--- config.mk ---
export PLATFORM = sky130hd
export DESIGN_NAME = jt74259_ser
export DESIGN_NICKNAME = d
export VERILOG_FILES = /design/src/rtl/jt74259_ser_pkg.sv /design/src/rtl/jt74259_ser_nxt.sv /design/src/rtl/jt74259_ser.sv
export SDC_FILE = /design/constraint.sdc
export NUM_CORES = 1
export LEC_CHECK = 0
export CAP_MARGIN = 20
export CELL_PAD_IN_SITES_DETAIL_PLACEMENT = 1
export CELL_PAD_IN_SITES_GLOBAL_PLACEMENT = 2
export CORE_UTILIZATION = 34
export CTS_BUF_LIST = sky130_fd_sc_hd__clkbuf_8
export DETAILED_ROUTE_END_ITERATION = 16
export GPL_TIMING_DRIVEN = 0
export PLACE_DENSITY = 0.85
export SYNTH_ARGS = -nofsm -noshare
export SYNTH_HDL_FRONTEND = slang
export SYNTH_SLANG_ARGS = --single-unit
--- constraint.sdc ---
create_clock -name clk -period 2.1 [get_ports clk]
set_input_delay 0.42 -clock clk [delete_from_list [all_inputs] [get_ports clk]]
set_output_delay 0.42 -clock clk [all_outputs]
set_load 0.005 [all_outputs]
--- src/rtl/jt74259_ser_pkg.sv ---
// Shared definitions for the 74x259 serial writer: FSM state encodings and counter width.
package jt74259_ser_pkg;
  localparam int CNTW = 4;

  typedef enum logic [2:0] {
    RST    = 3'd0,
    CLR    = 3'd1,
    IDLE   = 3'd2,
    SETUP  = 3'd3,
    STROBE = 3'd4,
    HOLD   = 3'd5,
    CLRP   = 3'd6,
    SETTLE = 3'd7
  } state_e;
endpackage

--- src/rtl/jt74259_ser_nxt.sv ---
// Priority finder: lowest bit index >= start_i where data_i differs from shadow_i.
module jt74259_ser_nxt (
  input  logic [7:0] data_i,
  input  logic [7:0] shadow_i,
  input  logic [2:0] start_i,
  output logic [2:0] idx_o,
  output logic       found_o
);
  logic [7:0] diff;

  always_comb begin
    diff    = data_i ^ shadow_i;
    idx_o   = '0;
    found_o = 1'b0;
    // Scan downwards so the lowest matching index is the last one written.
    for (int n = 7; n >= 0; n--) begin
      if (diff[n] && (3'(n) >= start_i)) begin
        idx_o   = 3'(n);
        found_o = 1'b1;
      end
    end
  end
endmodule

--- src/rtl/jt74259_ser.sv ---
// Writer end of a 74x259 addressable latch link (D/A/LE_b/MR_b), one bit per setup/strobe/hold.
// Define JT74259_SER_DIFF_EN to keep a shadow of the remote latch and skip bits that already match.
module jt74259_ser
  import jt74259_ser_pkg::*;
#(
  parameter int SETUP_CYC  = 1,
  parameter int STROBE_CYC = 1
) (
  input  logic       clk,
  input  logic       cl_b,
  input  logic [7:0] din,
  input  logic       din_valid,
  output logic       din_ready,
  input  logic       clr_req,
  output logic       busy,
  output logic       done,
  output logic       D,
  output logic [2:0] A,
  output logic       LE_b,
  output logic       MR_b
);
  localparam logic [CNTW-1:0] SET_LD = CNTW'(SETUP_CYC - 1);
  localparam logic [CNTW-1:0] STB_LD = CNTW'(STROBE_CYC - 1);

  state_e          st_q;
  logic [CNTW-1:0] cnt_q;
  logic [2:0]      idx_q, a_q;
  logic [7:0]      byte_q;
  logic            d_q, le_b_q, mr_b_q, done_q;
  logic [2:0]      nx_idx;
  logic            nx_found;

`ifdef JT74259_SER_DIFF_EN
  logic [7:0] shadow_q, nx_data;
  logic [2:0] nx_start;
  logic       nx_hit;

  assign nx_data  = (st_q == IDLE) ? din : byte_q;
  assign nx_start = (st_q == IDLE) ? 3'd0 : idx_q + 3'd1;

  jt74259_ser_nxt u_nxt (
    .data_i  (nx_data),
    .shadow_i(shadow_q),
    .start_i (nx_start),
    .idx_o   (nx_idx),
    .found_o (nx_hit)
  );

  // start index wraps after bit 7, so the last bit always ends the transfer
  assign nx_found = nx_hit && !((st_q != IDLE) && (idx_q == 3'd7));

  always_ff @(posedge clk or negedge cl_b) begin
    if (!cl_b)                                          shadow_q <= '0;
    else if (st_q == RST || st_q == CLR || st_q == CLRP) shadow_q <= '0;
    else if (st_q == STROBE && cnt_q == '0)             shadow_q[idx_q] <= d_q;
  end
`else
  assign nx_idx   = (st_q == IDLE) ? 3'd0 : idx_q + 3'd1;
  assign nx_found = (st_q == IDLE) || (idx_q != 3'd7);
`endif

  always_ff @(posedge clk or negedge cl_b) begin
    if (!cl_b) begin
      st_q   <= RST;
      cnt_q  <= '0;
      idx_q  <= '0;
      byte_q <= '0;
      a_q    <= '0;
      d_q    <= 1'b0;
      le_b_q <= 1'b1;
      mr_b_q <= 1'b0;
      done_q <= 1'b0;
    end else begin
      done_q <= 1'b0;
      case (st_q)
        RST: st_q <= CLR;
        CLR: begin
          st_q   <= IDLE;
          mr_b_q <= 1'b1;
        end
        IDLE: begin
          if (clr_req) begin
            st_q   <= CLRP;
            mr_b_q <= 1'b0;
            cnt_q  <= STB_LD;
          end else if (din_valid) begin
            byte_q <= din;
            if (nx_found) begin
              st_q  <= SETUP;
              idx_q <= nx_idx;
              a_q   <= nx_idx;
              d_q   <= din[nx_idx];
              cnt_q <= SET_LD;
            end else begin
              st_q <= SETTLE;
            end
          end
        end
        SETUP: begin
          if (cnt_q == '0) begin
            st_q   <= STROBE;
            le_b_q <= 1'b0;
            cnt_q  <= STB_LD;
          end else cnt_q <= cnt_q - CNTW'(1);
        end
        STROBE: begin
          if (cnt_q == '0) begin
            st_q   <= HOLD;
            le_b_q <= 1'b1;
          end else cnt_q <= cnt_q - CNTW'(1);
        end
        HOLD: begin
          if (nx_found) begin
            st_q  <= SETUP;
            idx_q <= nx_idx;
            a_q   <= nx_idx;
            d_q   <= byte_q[nx_idx];
            cnt_q <= SET_LD;
          end else begin
            st_q   <= IDLE;
            done_q <= 1'b1;
          end
        end
        CLRP: begin
          if (cnt_q == '0) begin
            st_q   <= IDLE;
            mr_b_q <= 1'b1;
            done_q <= 1'b1;
          end else cnt_q <= cnt_q - CNTW'(1);
        end
        SETTLE: begin
          st_q   <= IDLE;
          done_q <= 1'b1;
        end
        default: st_q <= RST;
      endcase
    end
  end

  assign din_ready = (st_q == IDLE);
  assign busy      = (st_q != IDLE);
  assign done      = done_q;
  assign D         = d_q;
  assign A         = a_q;
  assign LE_b      = le_b_q;
  assign MR_b      = mr_b_q;
endmodule

==> results.json, run 1 <==
{
  "ir_worst_vdd_mv": 0.600,
  "crit_required_ps": 1680,
  "grt_pass1_wl_um": 5350,
  "drc": 0,
  "cp.arrival_ps": 1640,
  "async_flop_share": 1.00,
  "yosys.area_share.simple": 0.207,
  "clkLatencyLatePin_ps": 270,
  "final.period_utilization": 0.982,
  "path_delay_family": "buffers and inverters",
  "crit_buf_inv": 2,
  "synth_top_family_by_area": "simple AND/OR/NAND/NOR gates",
  "fp.dieW_um": 63.4,
  "post_drt_wl_per_cell_um": 15.9,
  "status": "finished, final reports clean",
  "p_per_area_nw_per_um2": 1400,
  "gr-usage-all-layers": 0.170,
  "preCtsSetupSlack_ps": 215,
  "die_y_um": 63.4,
  "r2r_start": "idx_q[0]$_DFFE_PN0P_",
  "post_synth_most_frequent_cells": "dfrtp_1 (21), nand2_1 (11), nor2_1 (11), o21ai_0 (10)",
  "ys_seq_area_frac": 0.431,
  "reg2reg_to": "cnt_q[2]$_DFFE_PN0P_",
  "htreeDepth": 1,
  "leakagePower_uw": 0.000752,
  "ys_warn_count": 0,
  "setup_violations": 0,
  "clk_path_buf_depth": 2,
  "ys.flop_type": "dfrtp_1",
  "start_util": 0.369,
  "worstPathCellList": "buf_4, nor3b_4, clkdlybuf4s50_1",
  "layout-area-overhead-vs-synth_pct": 30.4,
  "synth_top_area_frac": 0.410,
  "synth_edf_count": 0,
  "critPathCapture": "din_ready",
  "io_pins": 21,
  "grt_pass1_vias": 1129,
  "design_area_um2": 1670,
  "critPathLaunchType": "flop",
  "routed_via_density": 5.37,
  "die-area_um2": 4020,
  "cp_max_fo": 10,
  "grt_max_degree": 23,
  "antenna_cells": 0,
  "synthCells": 126,
  "fmax_mhz": 485,
  "ctsHoldBuffers": 0,
  "drt_iter0_drc": 35,
  "synthAdderAreaFrac": 0.0293,
  "cts_buffers": 3,
  "via_count": 1080,
  "synth.distinct_cells": 44,
  "startpoint": "st_q[2]$_DFFE_PN0P_",
  "synth_compound_area_frac": 0.174,
  "critPathSlowestCell": "clkdlybuf4s50_1",
  "max_stage_delay_ps": 550,
  "period_minus_slack_ps": 2060,
  "synthTopCellsByArea": "dfrtp_1 (41%), o21ai_0 (3.9%), mux2_1 (3.5%)",
  "fin_ws_ps": 37.6,
  "critPathKind": "flop to output port",
  "path_depth": 3,
  "synth_most_common_cell": "dfrtp_1",
  "fin_skew_ps": 2.07,
  "slew_headroom": 0.693,
  "synthMuxAreaShare": 0.119,
  "netlist_area_um2": 1280,
  "hold_class": "input pin to asynchronous set/reset pin",
  "cap_viol_max_count": 0,
  "synth-xor-area-share": 0,
  "worst_slew_pin_slew_ps": 460,
  "ant_nets": 0,
  "antenna_found_initial": 0,
  "dp_hpwl_um": 2380,
  "fin_nets": 171,
  "placed_area_um2": 1540,
  "fp.coreArea_um2": 3470,
  "worst-r2r-setup-slack_ps": 180,
  "num_rows": 21,
  "ys_seq_elements": 22,
  "yosysTopAreaCell": "dfrtp_1",
  "hold_violations": 0,
  "gp_congestion": 0.762,
  "wirelength_um": 3200,
  "clk_pin_slew_worst_paths_ps": 80,
  "cts.sink_count": 22,
  "dr.pass1.iters": 4,
  "synth_fp_nets": 141,
  "cts_tree": "yes",
  "drv_slew": 0,
  "setup_tns_ps": 0,
  "reg2reg_depth": 7,
  "grt-ovfl-total": 0,
  "port-buffer-count": 20,
  "worstSetupEndpointType": "output port",
  "final_layout_size_suffix_gt1_frac": 0.174,
  "syn_area_per_cell_um2": 10.2,
  "cts_root_buffer": "clkbuf_8"
}
worst reg2reg max path: cells and delay by family, from the launching register on:
family,cells,cell delay [ps]
flops,1,410
simple gates,1,350
fa+ha+maj,2,440
compound gates,4,620
area by class of cell:
class | instances | area (um2)
multi-input combinational | 94 | 678
clock buffer | 3 | 41.3
inverter | 5 | 18.8
buffer | 5 | 35.0
fill | 401 | 1800
clock inverter | 1 | 30.0
timing repair buffer | 25 | 258
sequential | 22 | 552
tap | 46 | 57.6
per-layer routing:
layer	vias up	part of all wire	track usage
li1	514	-	-
met1	548	0.42	0.198
met2	16	0.54	0.319
met3	2	0.031	0.0380
met4	0	0.0059	0.0256
met5	-	0	0
registers in the layout (all words and copies together), names as in the netlist:
signal  flops
D           1
LE_b        1
MR_b        1
byte_q      8
cnt_q       4
done        1
idx_q       3
st_q        3
worst min-delay path by stage:
stage	from	endpoint	slack [ps]	cells past startpoint
after global placement	byte_q[3]$_DFFE_PN0P_	byte_q[3]$_DFFE_PN0P_	470	1
after floorplan	cl_b	D$_DFFE_PN0P_	120	0
after CTS	byte_q[3]$_DFFE_PN0P_	byte_q[3]$_DFFE_PN0P_	510	1
after detailed placement	byte_q[3]$_DFFE_PN0P_	byte_q[3]$_DFFE_PN0P_	490	1
final	cl_b	st_q[0]$_DFFE_PN0P_	420	1
after global routing	cl_b	st_q[0]$_DFFE_PN0P_	430	1
layout by cell type, fill, tap and decap left out, types with 2 or more instances in the layout:
| cell type | n |
|---|---|
| dfrtp_1 | 21 |
| clkdlybuf4s50_1 | 20 |
| nand2_1 | 11 |
| nor2_1 | 11 |
| o21ai_0 | 10 |
| buf_4 | 6 |
| inv_1 | 5 |
| a21oi_1 | 5 |
| nand2b_1 | 4 |
| mux2_2 | 4 |
| nand3_1 | 4 |
| mux2i_1 | 4 |
| mux2_1 | 4 |
| o2111ai_1 | 3 |
| ha_1 | 3 |
| clkbuf_8 | 3 |
| nor3b_2 | 2 |
| o22ai_1 | 2 |
| a22o_1 | 2 |
| a221oi_1 | 2 |
| a21o_1 | 2 |
where the power goes:
part	internal, uW	switching (uW)	total (uW)
Clock	255	146	401
Sequential	596	93.8	689
Combinational	628	613	1240
Total	1480	853	2330
cell families (layout without fill, tap and decap cells):
logic type / count (synthesis) / after routing
buffers and inverters: 10 / 39
muxes: 13 / 13
AOI/OAI and AO/OA: 34 / 34
DFF: 22 / 22
and+or+nand+nor: 44 / 44
adders and majority gates: 3 / 3
stage by stage:
stage | utilization | total power, uW | cells | hold WS (ps)
final | 0.482 | 2330 | 201 | 416
after detailed placement | 0.444 | 1870 | 192 | 492
after global routing | 0.482 | 2490 | 201 | 433
after CTS | 0.469 | 2310 | 198 | 511
after global placement | 0.444 | 1810 | 192 | 474
after floorplan | - | 1460 | 126 | 124
what timing repair did:
action	in CTS	in global routing
resized for setup	0	2
buffers inserted	2	2
endpoints found under the setup margin	2	2
Power figures use the tool's default switching activity.
==> run 2, diff against run 1 <==
--- a/config.mk
+++ b/config.mk
@@ -13,6 +13,7 @@
 export DETAILED_ROUTE_END_ITERATION = 16
 export GPL_TIMING_DRIVEN = 0
 export PLACE_DENSITY = 0.85
+export REMOVE_ABC_BUFFERS = 1
 export SYNTH_ARGS = -nofsm -noshare
 export SYNTH_HDL_FRONTEND = slang
 export SYNTH_SLANG_ARGS = --single-unit
==> results.json, run 2 (synthesis results as in run 1) <==
{
  "htreeDepth": 1,
  "critPathKind": "flop to output port",
  "slew_headroom": 0.685,
  "final_cell_mix": "clkdlybuf4s50_1 (20), dfrtp_1 (17), nand2_1 (11), nor2_1 (11)",
  "met1_length_um": 1540,
  "multiInputGateArea_um2": 684,
  "fp.dieW_um": 63.4,
  "fin_skew_ps": 3.44,
  "gr-usage-all-layers": 0.180,
  "rsz0062_at_grt": "no",
  "critPathLaunchType": "flop",
  "path_delay_family": "buffers and inverters",
  "die-area_um2": 4020,
  "largest_reg_flops": 8,
  "drt_iter0_drc": 48,
  "ant_nets": 0,
  "cts.sink_count": 22,
  "dr.pass1.iters": 4,
  "finalPower_uw": 2370,
  "worst_slew_pin_slew_ps": 471,
  "p_per_area_nw_per_um2": 1400,
  "preCtsSetupSlack_ps": -26.4,
  "final.period_utilization": 0.974,
  "layout-area-overhead-vs-synth_pct": 32.2,
  "dp_hpwl_um": 2130,
  "num_rows": 21,
  "final_common_cell": "clkdlybuf4s50_1",
  "cap_viol_max_count": 0,
  "final_layout_size_suffix_gt1_frac": 0.212,
  "grt_max_degree": 23,
  "setup_violations": 0,
  "ir_worst_vdd_mv": 0.530,
  "wirelength_um": 3300,
  "io_pins": 21,
  "wl_met3_um": 66,
  "routed_via_density": 5.30,
  "crit_buf_inv": 1,
  "grt-ovfl-total": 0,
  "worstPathCellList": "nor3b_4, clkdlybuf4s50_1",
  "via_count": 1071,
  "drc": 0,
  "cp.arrival_ps": 1630,
  "port-buffer-count": 20,
  "post_drt_wl_per_cell_um": 16.3,
  "cts_root_buffer": "clkbuf_8",
  "period_minus_slack_ps": 2050,
  "max_stage_delay_ps": 560,
  "hold_violations": 0,
  "critPathSlowestCell": "clkdlybuf4s50_1",
  "gp_congestion": 0.729,
  "die_y_um": 63.4,
  "fin_nets": 172,
  "final_core_utilization": 0.488,
  "seq_area_um2": 559,
  "fin_ws_ps": 54.0,
  "cts_tree": "yes",
  "start_util": 0.369,
  "hold_class": "input pin to asynchronous set/reset pin",
  "clk_pin_slew_worst_paths_ps": 80,
  "antenna_cells": 0,
  "reg2reg_to": "cnt_q[2]$_DFFE_PN0P_",
  "crit_required_ps": 1680,
  "largest_registers": "byte_q x8, cnt_q x4",
  "wl_met2_um": 1630,
  "worstSetupEndpointType": "output port",
  "grt_pass1_wl_um": 5430,
  "cts_buffers": 3,
  "clk_path_buf_depth": 2,
  "drv_slew": 0,
  "grt_pass1_vias": 1121,
  "worst-r2r-setup-slack_ps": 170,
  "fp.coreArea_um2": 3470,
  "r2r_start": "idx_q[0]$_DFFE_PN0P_",
  "antenna_found_initial": 0,
  "fmax_mhz": 489,
  "fillers": 398,
  "cp_max_fo": 3,
  "largest_register": "byte_q",
  "leakagePower_uw": 0.000756,
  "top_layer": "met4",
  "status": "finished, final reports clean",
  "clkLatencyLatePin_ps": 270,
  "reg2reg_depth": 7
}
## run 2: changes by cell type in the layout (fill, tap and decap cells not counted), sizes merged
cell | before | now
buf | 9 | 11
clkbuf | 4 | 3
## run 2: routing by layer
| metal | up-vias | track usage |
|---|---|---|
| li1 | 515 | - |
| met1 | 533 | 0.232 |
| met2 | 18 | 0.294 |
| met3 | 5 | 0.0290 |
| met4 | 0 | 0.0767 |
| met5 | - | 0 |
## run 2: report_power, final
part	internal [uW]	switching, uW	total [uW]	leakage (uW)
clock network	255	147	403	0.0000357
registers	607	127	734	0.000268
logic	645	588	1230	0.000452
total	1510	862	2370	0.000756
## run 2: final cells by class
class,count,share of cell area
tap,46,0.0340
inverter,5,0.0111
sequential,22,0.330
multi-input combinational,94,0.404
timing repair buffer,31,0.179
clock inverter,1,0.0177
clock buffer,3,0.0244
## run 2: repair_timing
action / CTS / global route
setup buffers: 2 / 8
resized for setup: 5 / 1
setup endpoints to repair: 4 / 7
hold buffers: 0 / 0
pin swaps: 1 / 2
## run 2: worst max-delay path by stage
stage | startpoint | end | slack [ps] | depth (start not counted)
4_1_cts | idx_q[0]$_DFFE_PN0P_ | cnt_q[2]$_DFFE_PN0P_ | 9 | 7
3_5_place_dp | idx_q[0]$_DFFE_PN0P_ | cnt_q[2]$_DFFE_PN0P_ | -30 | 7
5_1_grt | st_q[0]$_DFFE_PN0P_ | busy | 0.8 | 3
2_1_floorplan | idx_q[0]$_DFFE_PN0P_ | cnt_q[2]$_DFFE_PN0P_ | 280 | 7
6_report | st_q[0]$_DFFE_PN0P_ | din_ready | 50 | 2
3_3_place_gp | idx_q[0]$_DFFE_PN0P_ | cnt_q[2]$_DFFE_PN0P_ | 10 | 7
## run 2: worst reg2reg max path: stages, from the launching register on
cell and delay (ps):
dfrtp_2 450, ha_1 210, ha_1 230, nor3b_4 310, o21ai_0 120, o211ai_1 170, o21ai_0 150, a21o_1 190
## run 2: metrics by stage
step / std cells / cell area [um2] / setup TNS (ps) / hold WS (ps)
floorplan: 121 / 1250 / 0 / 124
global placement: 187 / 1510 / 0 / 475
detailed placement: 187 / 1510 / -26.4 / 482
CTS: 193 / 1610 / 0 / 502
global route: 202 / 1690 / 0 / 388
finish: 202 / 1690 / 0 / 394
